`src/rtl/vrms_pkg.sv`:
```
// Shared types and width helpers for the multi-channel true-RMS calculator.
package vrms_pkg;

  typedef enum logic [1:0] {
    IDLE = 2'd0,
    ITER = 2'd1,
    DONE = 2'd2
  } eng_state_t;

  function automatic int chan_width(input int n_ch);
    return (n_ch > 1) ? $clog2(n_ch) : 1;
  endfunction

  // Sum of 2^log2_win squares of w-bit samples can never exceed this width.
  function automatic int acc_width(input int w, input int log2_win);
    return 2 * w + log2_win;
  endfunction

endpackage

```
`src/rtl/vrms_calc_mc_isqrt.sv`:
```
// Sequential restoring square root: one root bit per cycle, MSB first, W cycles.
module isqrt_seq #(
  parameter int W = 12
) (
  input  logic           sys_clk,
  input  logic           rst,
  input  logic           abort,
  input  logic           start,
  input  logic [2*W-1:0] radicand,
  output logic           done,
  output logic [W-1:0]   root
);

  localparam int CNT_W = $clog2(W + 1);

  logic [2*W-1:0]   rad_q;
  logic [W+1:0]     rem_q;
  logic [W-1:0]     root_q;
  logic [CNT_W-1:0] cnt_q;
  logic             run_q;

  logic [W+3:0] rem_t;
  logic [W+3:0] trial;
  logic         take;
  logic [W+1:0] rem_nxt;

  // The remainder stays below 2*root+1, so W+2 bits always suffice.
  always_comb begin
    rem_t   = {rem_q, rad_q[2*W-1 -: 2]};
    trial   = {2'b00, root_q, 2'b01};
    take    = (rem_t >= trial);
    rem_nxt = take ? (W+2)'(rem_t - trial) : (W+2)'(rem_t);
  end

  always_ff @(posedge sys_clk or posedge rst) begin
    if (rst) begin
      rad_q  <= '0;
      rem_q  <= '0;
      root_q <= '0;
      cnt_q  <= '0;
      run_q  <= 1'b0;
    end else if (abort) begin
      run_q <= 1'b0;
    end else if (start) begin
      rad_q  <= radicand;
      rem_q  <= '0;
      root_q <= '0;
      cnt_q  <= CNT_W'(W);
      run_q  <= 1'b1;
    end else if (run_q) begin
      rad_q  <= rad_q << 2;
      rem_q  <= rem_nxt;
      root_q <= {root_q[W-2:0], take};
      cnt_q  <= cnt_q - 1'b1;
      if (cnt_q == CNT_W'(1)) run_q <= 1'b0;
    end
  end

  // Flags the cycle whose clock edge produces the final root bit.
  assign done = run_q && (cnt_q == CNT_W'(1));
  assign root = root_q;

endmodule

```
`src/rtl/vrms_calc_mc.sv`:
```
// Multi-channel true-RMS: per-channel sum of squares over a 2^LOG2_WIN window,
// mean by shift, floor square root through one shared sequential engine.
module vrms_calc_mc
  import vrms_pkg::*;
#(
  parameter int W         = 12,
  parameter int N_CH      = 2,
  parameter int LOG2_WIN  = 10,
  parameter int SIGNED_IN = 1
) (
  input  logic                        sys_clk,
  input  logic                        rst,
  input  logic                        in_valid,
  input  logic [chan_width(N_CH)-1:0] in_chan,
  input  logic [W-1:0]                in_data,
  input  logic                        clr,
  output logic                        rms_valid,
  output logic [chan_width(N_CH)-1:0] rms_chan,
  output logic [W-1:0]                rms_data,
  output logic [N_CH-1:0]             overrun,
  output logic                        busy
);

  localparam int            CW     = chan_width(N_CH);
  localparam int            AW     = acc_width(W, LOG2_WIN);
  localparam logic [CW:0]   N_CH_L = (CW+1)'(N_CH);

  logic [2*W-1:0]    sq_ext;
  logic [2*W-1:0]    sq_val;
  logic              accept;
  logic              sq_valid;
  logic [CW-1:0]     sq_chan;
  logic [2*W-1:0]    sq_q;

  logic [AW-1:0]       acc_q [N_CH];
  logic [LOG2_WIN-1:0] cnt_q [N_CH];
  logic [2*W-1:0]      ms_q  [N_CH];
  logic [N_CH-1:0]     pending_q;
  logic [N_CH-1:0]     pend_kept;
  logic [AW-1:0]       sum;
  logic                wrap;

  eng_state_t      state_q;
  eng_state_t      state_d;
  logic            start_sqrt;
  logic [N_CH-1:0] grant;
  logic [CW-1:0]   sel_chan;
  logic [CW-1:0]   eng_chan_q;
  logic            root_done;
  logic [W-1:0]    root;

  // The square of the sign-extended sample modulo 2^2W is the true square.
  assign sq_ext = (SIGNED_IN != 0) ? {{W{in_data[W-1]}}, in_data} : {{W{1'b0}}, in_data};
  assign sq_val = sq_ext * sq_ext;
  assign accept = in_valid && ({1'b0, in_chan} < N_CH_L) && !clr;

  always_ff @(posedge sys_clk or posedge rst) begin
    if (rst) begin
      sq_valid <= 1'b0;
      sq_chan  <= '0;
      sq_q     <= '0;
    end else begin
      sq_valid <= accept;
      if (accept) begin
        sq_chan <= in_chan;
        sq_q    <= sq_val;
      end
    end
  end

  always_comb begin
    sum       = acc_q[sq_chan] + {{LOG2_WIN{1'b0}}, sq_q};
    wrap      = &cnt_q[sq_chan];
    pend_kept = pending_q & ~grant;
  end

  // A completion for a channel the engine is taking this cycle re-arms pending.
  always_ff @(posedge sys_clk or posedge rst) begin
    if (rst) begin
      for (int i = 0; i < N_CH; i++) begin
        acc_q[i] <= '0;
        cnt_q[i] <= '0;
        ms_q[i]  <= '0;
      end
      pending_q <= '0;
      overrun   <= '0;
    end else if (clr) begin
      for (int i = 0; i < N_CH; i++) begin
        acc_q[i] <= '0;
        cnt_q[i] <= '0;
        ms_q[i]  <= '0;
      end
      pending_q <= '0;
      overrun   <= '0;
    end else begin
      pending_q <= pend_kept;
      if (sq_valid) begin
        cnt_q[sq_chan] <= cnt_q[sq_chan] + 1'b1;
        if (wrap) begin
          acc_q[sq_chan] <= '0;
          if (pend_kept[sq_chan]) begin
            overrun[sq_chan] <= 1'b1;
          end else begin
            ms_q[sq_chan]      <= sum[LOG2_WIN +: 2*W];
            pending_q[sq_chan] <= 1'b1;
          end
        end else begin
          acc_q[sq_chan] <= sum;
        end
      end
    end
  end

  always_comb begin
    sel_chan = '0;
    for (int i = N_CH - 1; i >= 0; i--) begin
      if (pending_q[i]) sel_chan = CW'(i);
    end
  end

  always_comb begin
    state_d    = state_q;
    start_sqrt = 1'b0;
    grant      = '0;
    case (state_q)
      IDLE: begin
        if (|pending_q) begin
          start_sqrt      = 1'b1;
          grant[sel_chan] = 1'b1;
          state_d         = ITER;
        end
      end
      ITER:    if (root_done) state_d = DONE;
      DONE:    state_d = IDLE;
      default: state_d = IDLE;
    endcase
    if (clr) begin
      state_d    = IDLE;
      start_sqrt = 1'b0;
      grant      = '0;
    end
  end

  always_ff @(posedge sys_clk or posedge rst) begin
    if (rst) begin
      state_q    <= IDLE;
      eng_chan_q <= '0;
    end else begin
      state_q <= state_d;
      if (start_sqrt) eng_chan_q <= sel_chan;
    end
  end

  isqrt_seq #(
    .W(W)
  ) u_isqrt (
    .sys_clk  (sys_clk),
    .rst      (rst),
    .abort    (clr),
    .start    (start_sqrt),
    .radicand (ms_q[sel_chan]),
    .done     (root_done),
    .root     (root)
  );

  always_ff @(posedge sys_clk or posedge rst) begin
    if (rst) begin
      rms_valid <= 1'b0;
      rms_chan  <= '0;
      rms_data  <= '0;
    end else begin
      rms_valid <= (state_q == DONE) && !clr;
      if ((state_q == DONE) && !clr) begin
        rms_chan <= eng_chan_q;
        rms_data <= root;
      end
    end
  end

  assign busy = (state_q != IDLE) | (|pending_q);

endmodule

```
`config.mk`:
```
export PLATFORM = sky130hd
export DESIGN_NAME = vrms_calc_mc
export DESIGN_NICKNAME = d
export VERILOG_FILES = /design/src/rtl/vrms_pkg.sv /design/src/rtl/vrms_calc_mc_isqrt.sv /design/src/rtl/vrms_calc_mc.sv
export SDC_FILE = /design/constraint.sdc
export NUM_CORES = 1
export LEC_CHECK = 0
export ABC_AREA = 0
export BUFFER_PORTS_ARGS = -buffer_cell sky130_fd_sc_hd__buf_2
export CAP_MARGIN = 20
export CELL_PAD_IN_SITES_DETAIL_PLACEMENT = 0
export CELL_PAD_IN_SITES_GLOBAL_PLACEMENT = 2
export CORE_MARGIN = 2
export CORE_UTILIZATION = 45
export CTS_CLUSTER_DIAMETER = 150
export CTS_CLUSTER_SIZE = 30
export DETAILED_ROUTE_END_ITERATION = 16
export GPL_TIMING_DRIVEN = 0
export PLACE_DENSITY = 0.87
export SLEW_MARGIN = 40
export SYNTH_ARGS = -nofsm -noshare
export SYNTH_HDL_FRONTEND = slang
export SYNTH_HIERARCHICAL = 1
export SYNTH_SLANG_ARGS = --single-unit
```
`constraint.sdc`:
```
create_clock -name sys_clk -period 13.9 [get_ports sys_clk]
set_input_delay 0.695 -clock sys_clk [delete_from_list [all_inputs] [get_ports sys_clk]]
set_output_delay 0.695 -clock sys_clk [all_outputs]
set_load 0.05 [all_outputs]
```
==> results.txt <==
RSZ-0062 raised after global routing - no
Setup crit end - sq_q[23]$_DFFE_PP0P_
Worst reg2reg startpoint - sq_chan$_DFFE_PP0P_
Vias in the first global route - 13,200
DR vias - 12,800
Setup violators final - 0
F_max - 169 MHz
Antenna violations before repair - 0
Avg Inst Size Synth - 9.55 µm²
Worst Max-Slew Pin Slew - 0.817 ns
Final Max Slew Viols - 0
Detail Placement HPWL - 33,300 µm
Leakage power total - 8.78 nW
Net Count, Synth - 2,059
Kind of critical path - input port to flip-flop
Required @ worst endpoint - 14.27 ns
R2R Setup Slk - 8.64 ns
Htree depth - 1
Reg-to-reg endpoint - ms_q[44]$_DFFE_PP0P_
R2r worst-path depth - 16
Crit. Startpoint - in_data[3]
Gate count of the mapped netlist - 1,822
Nature of the critical path startpoint - input port
Worst-Skew Late Latency - 0.49 ns
Clock edge transition at the registers on the reported setup and hold paths - 0.12 ns
Sequential area share after synthesis - 34.1%
Placer Congestion - 0.839
First-pass GRT wire length - 71,400 µm
Async S/R FF share, synth - 100%
Via density - 5.37
Post-synth EDFFs - 0
Root buf cell - clkbuf_16
Tightest Hold Check Type - input port to async pin
Setup repair bufs after CTS - 0
Die height - 201 µm
Critical Path AT - 6.28 ns
Die Wd - 201 µm
Core box area - 0.0384 mm²
Number of DRC markers in iteration 0 - 684
Synth top area cells - dfrtp_1 34%, fa_1 14%, ha_1 7.0%
Register bit total from synthesis - 237
DIE AREA - 0.0403 mm²
Number of distinct library cells after synthesis - 78
Crit-path slowest cell - o41ai_2
Slew margin rel. - 45.2%
Yosys warnings - 6
Top-area cell type share of the netlist area - 34.1%
Fin. Hold Viols - 0
WL per Instance - 17.9 µm
Number of gates resized after CTS - 0
CP Cell Sequence - buf_2, clkbuf_1, and2_1, fa_1, fa_1, inv_1, fa_1, inv_1, fa_1, inv_1, fa_1, inv_1, ha_1, nand3_1, nor2_1, a21o_1, o41ai_2, o311a_1, xnor2_1, o21ai_0
Storage cell area - 0.00593 mm²
Crit-path max FO - 10
Final nets - 2,107
Port Buffers - 32
Footprint of the multi-input gates - 0.0104 mm²
ANT cells - 0
Tot GR Track Use - 21.7%
DRT Pass-1 Iters - 5
VDD IR max - 0.0778 mV
Cts bufs inserted - 11
Worst path most repeated cell - fa_1
Outcome - completed
Residual DRC count - 0
Post-Route WL - 42,700 µm
Ys flop type - dfrtp_1
Area Growth Syn to Fin - 6.88%
CTS tree - built
Crit path largest cell delay - 0.59 ns
CTS Buffer Depth - 3
Placed insts - 2,375
Grt total ovfl - 0
Setup Skew - 0.0215 ns
Post-route insts no fill - 2,387
Std cell rows - 72
Worst hold slack - 0.178 ns
Crit end category - flip-flop
Antenna viol nets, final - 0
Final min period - 5.90 ns
Synthesized cell area - 0.0174 mm²
Fraction of layout instances using a drive strength above 1 - 7.92%
Top post-synthesis cells by count - 249 x nand2_1, 237 x dfrtp_1, 210 x inv_1, 122 x fa_1, 98 x ha_1
Clock sinks - 237
Largest net degree at the start of global routing - 82
Io pins - 34
Cts hold-fix bufs - 0
Starting Density - 45.4%
Tcrit/Tclk final - 42.5%
Fill cell count - 3,690
Max cap viols - 0
Dominant cell type by area after synthesis - dfrtp_1
Most frequent cell after synthesis - nand2_1
Total negative slack - 0 ns
Power Density - 164 mW/mm²
flip-flops by register name, indices dropped and copies added, names as in the netlist, 4 cells and up:
signal / flops
acc_q: 68
ms_q: 48
u_isqrt/rad_q: 24
sq_q: 23
cnt_q: 20
u_isqrt/rem_q: 14
rms_data: 12
u_isqrt/root: 12
u_isqrt/cnt_q: 4
worst max-delay path, delay by kind of cell:
family | cells | cell delay (ns)
buf+inv | 6 | 0.80
xor+xnor | 1 | 0.18
simple gates | 3 | 0.47
fa+ha+maj | 6 | 2.95
compound gates | 4 | 1.18
kinds of logic after synthesis:
logic type	count (synthesis)	share of synthesized area, %
compound gates	378	14.7
xor+xnor	74	3.72
fa+ha+maj	220	21.1
buf+inv	294	6.51
flops	237	34.1
mux	99	6.18
simple gates	520	13.7
power by group:
part / internal, mW / switching [mW]
Combinational: 0.774 / 1.10
Sequential: 0.753 / 0.0476
Clock: 0.145 / 0.223
Total: 1.67 / 1.37
area by class of cell:
| class | count | area share (%) |
|---|---|---|
| clock buffers | 11 | 1.48 |
| plain buffers | 82 | 1.82 |
| inverters | 212 | 4.33 |
| well taps | 518 | 3.48 |
| repair buffers | 35 | 1.26 |
| multi-input cells | 1291 | 55.7 |
| flip-flops and latches | 237 | 31.9 |
| clock inverters | 1 | 0.0269 |
worst min path at each step:
stage | to | depth (start not counted)
after floorplan | u_isqrt/rad_q[0]$_DFFE_PP0P_ | 2
after detailed placement | u_isqrt/rad_q[13]$_DFFE_PP0P_ | 2
final | acc_q[59]$_DFFE_PP0P_ | 2
after global routing | acc_q[25]$_DFFE_PP0P_ | 2
after CTS | acc_q[59]$_DFFE_PP0P_ | 2
after global placement | acc_q[23]$_DFFE_PP0P_ | 2
layout by cell type, fill, tap and decap left out, drive strengths merged, types with 6 or more instances in the layout:
master	Yosys	routed
dfrtp	237	237
o21bai	8	8
nor3	20	20
xnor2	40	40
or3	8	8
nor3b	6	6
nor2b	9	9
o311ai	6	6
a221oi	6	6
a21oi	89	89
nand2b	14	14
xor2	34	34
a22o	57	57
and3	11	11
o21ai	102	102
nor2	88	88
inv	210	210
nand4	12	12
nand3	34	34
nand2	250	250
ha	98	98
clkbuf	61	72
a31oi	7	7
buf	21	56
o31ai	19	19
mux2	65	65
o21a	12	12
mux2i	34	34
a211oi	13	13
fa	122	122
and2	45	45
a21o	17	17
metrics by stage:
stage / area [µm²] / util (%) / worst slack (ns) / power, mW
4_1_cts: 18600 / 48.5 / 7.98 / 3.09
2_1_floorplan: 17400 / - / 8.25 / 2.28
6_report: 18600 / 48.5 / 8.00 / 3.04
3_5_place_dp: 18300 / 47.8 / 7.45 / 2.71
5_1_grt: 18600 / 48.5 / 7.72 / 3.37
3_3_place_gp: 18200 / 47.5 / 6.11 / 2.67
metal layers:
metal / vias up / global-route usage [%] / part of all wire (%)
met4: 0 / 3.04 / 1.2
met2: 187 / 34.8 / 46
met1: 6392 / 33.3 / 50
li1: 6221 / - / -
met5: - / 0 / 0
met3: 26 / 1.35 / 2.9
Note: power is estimated with default switching activity, not from simulation.
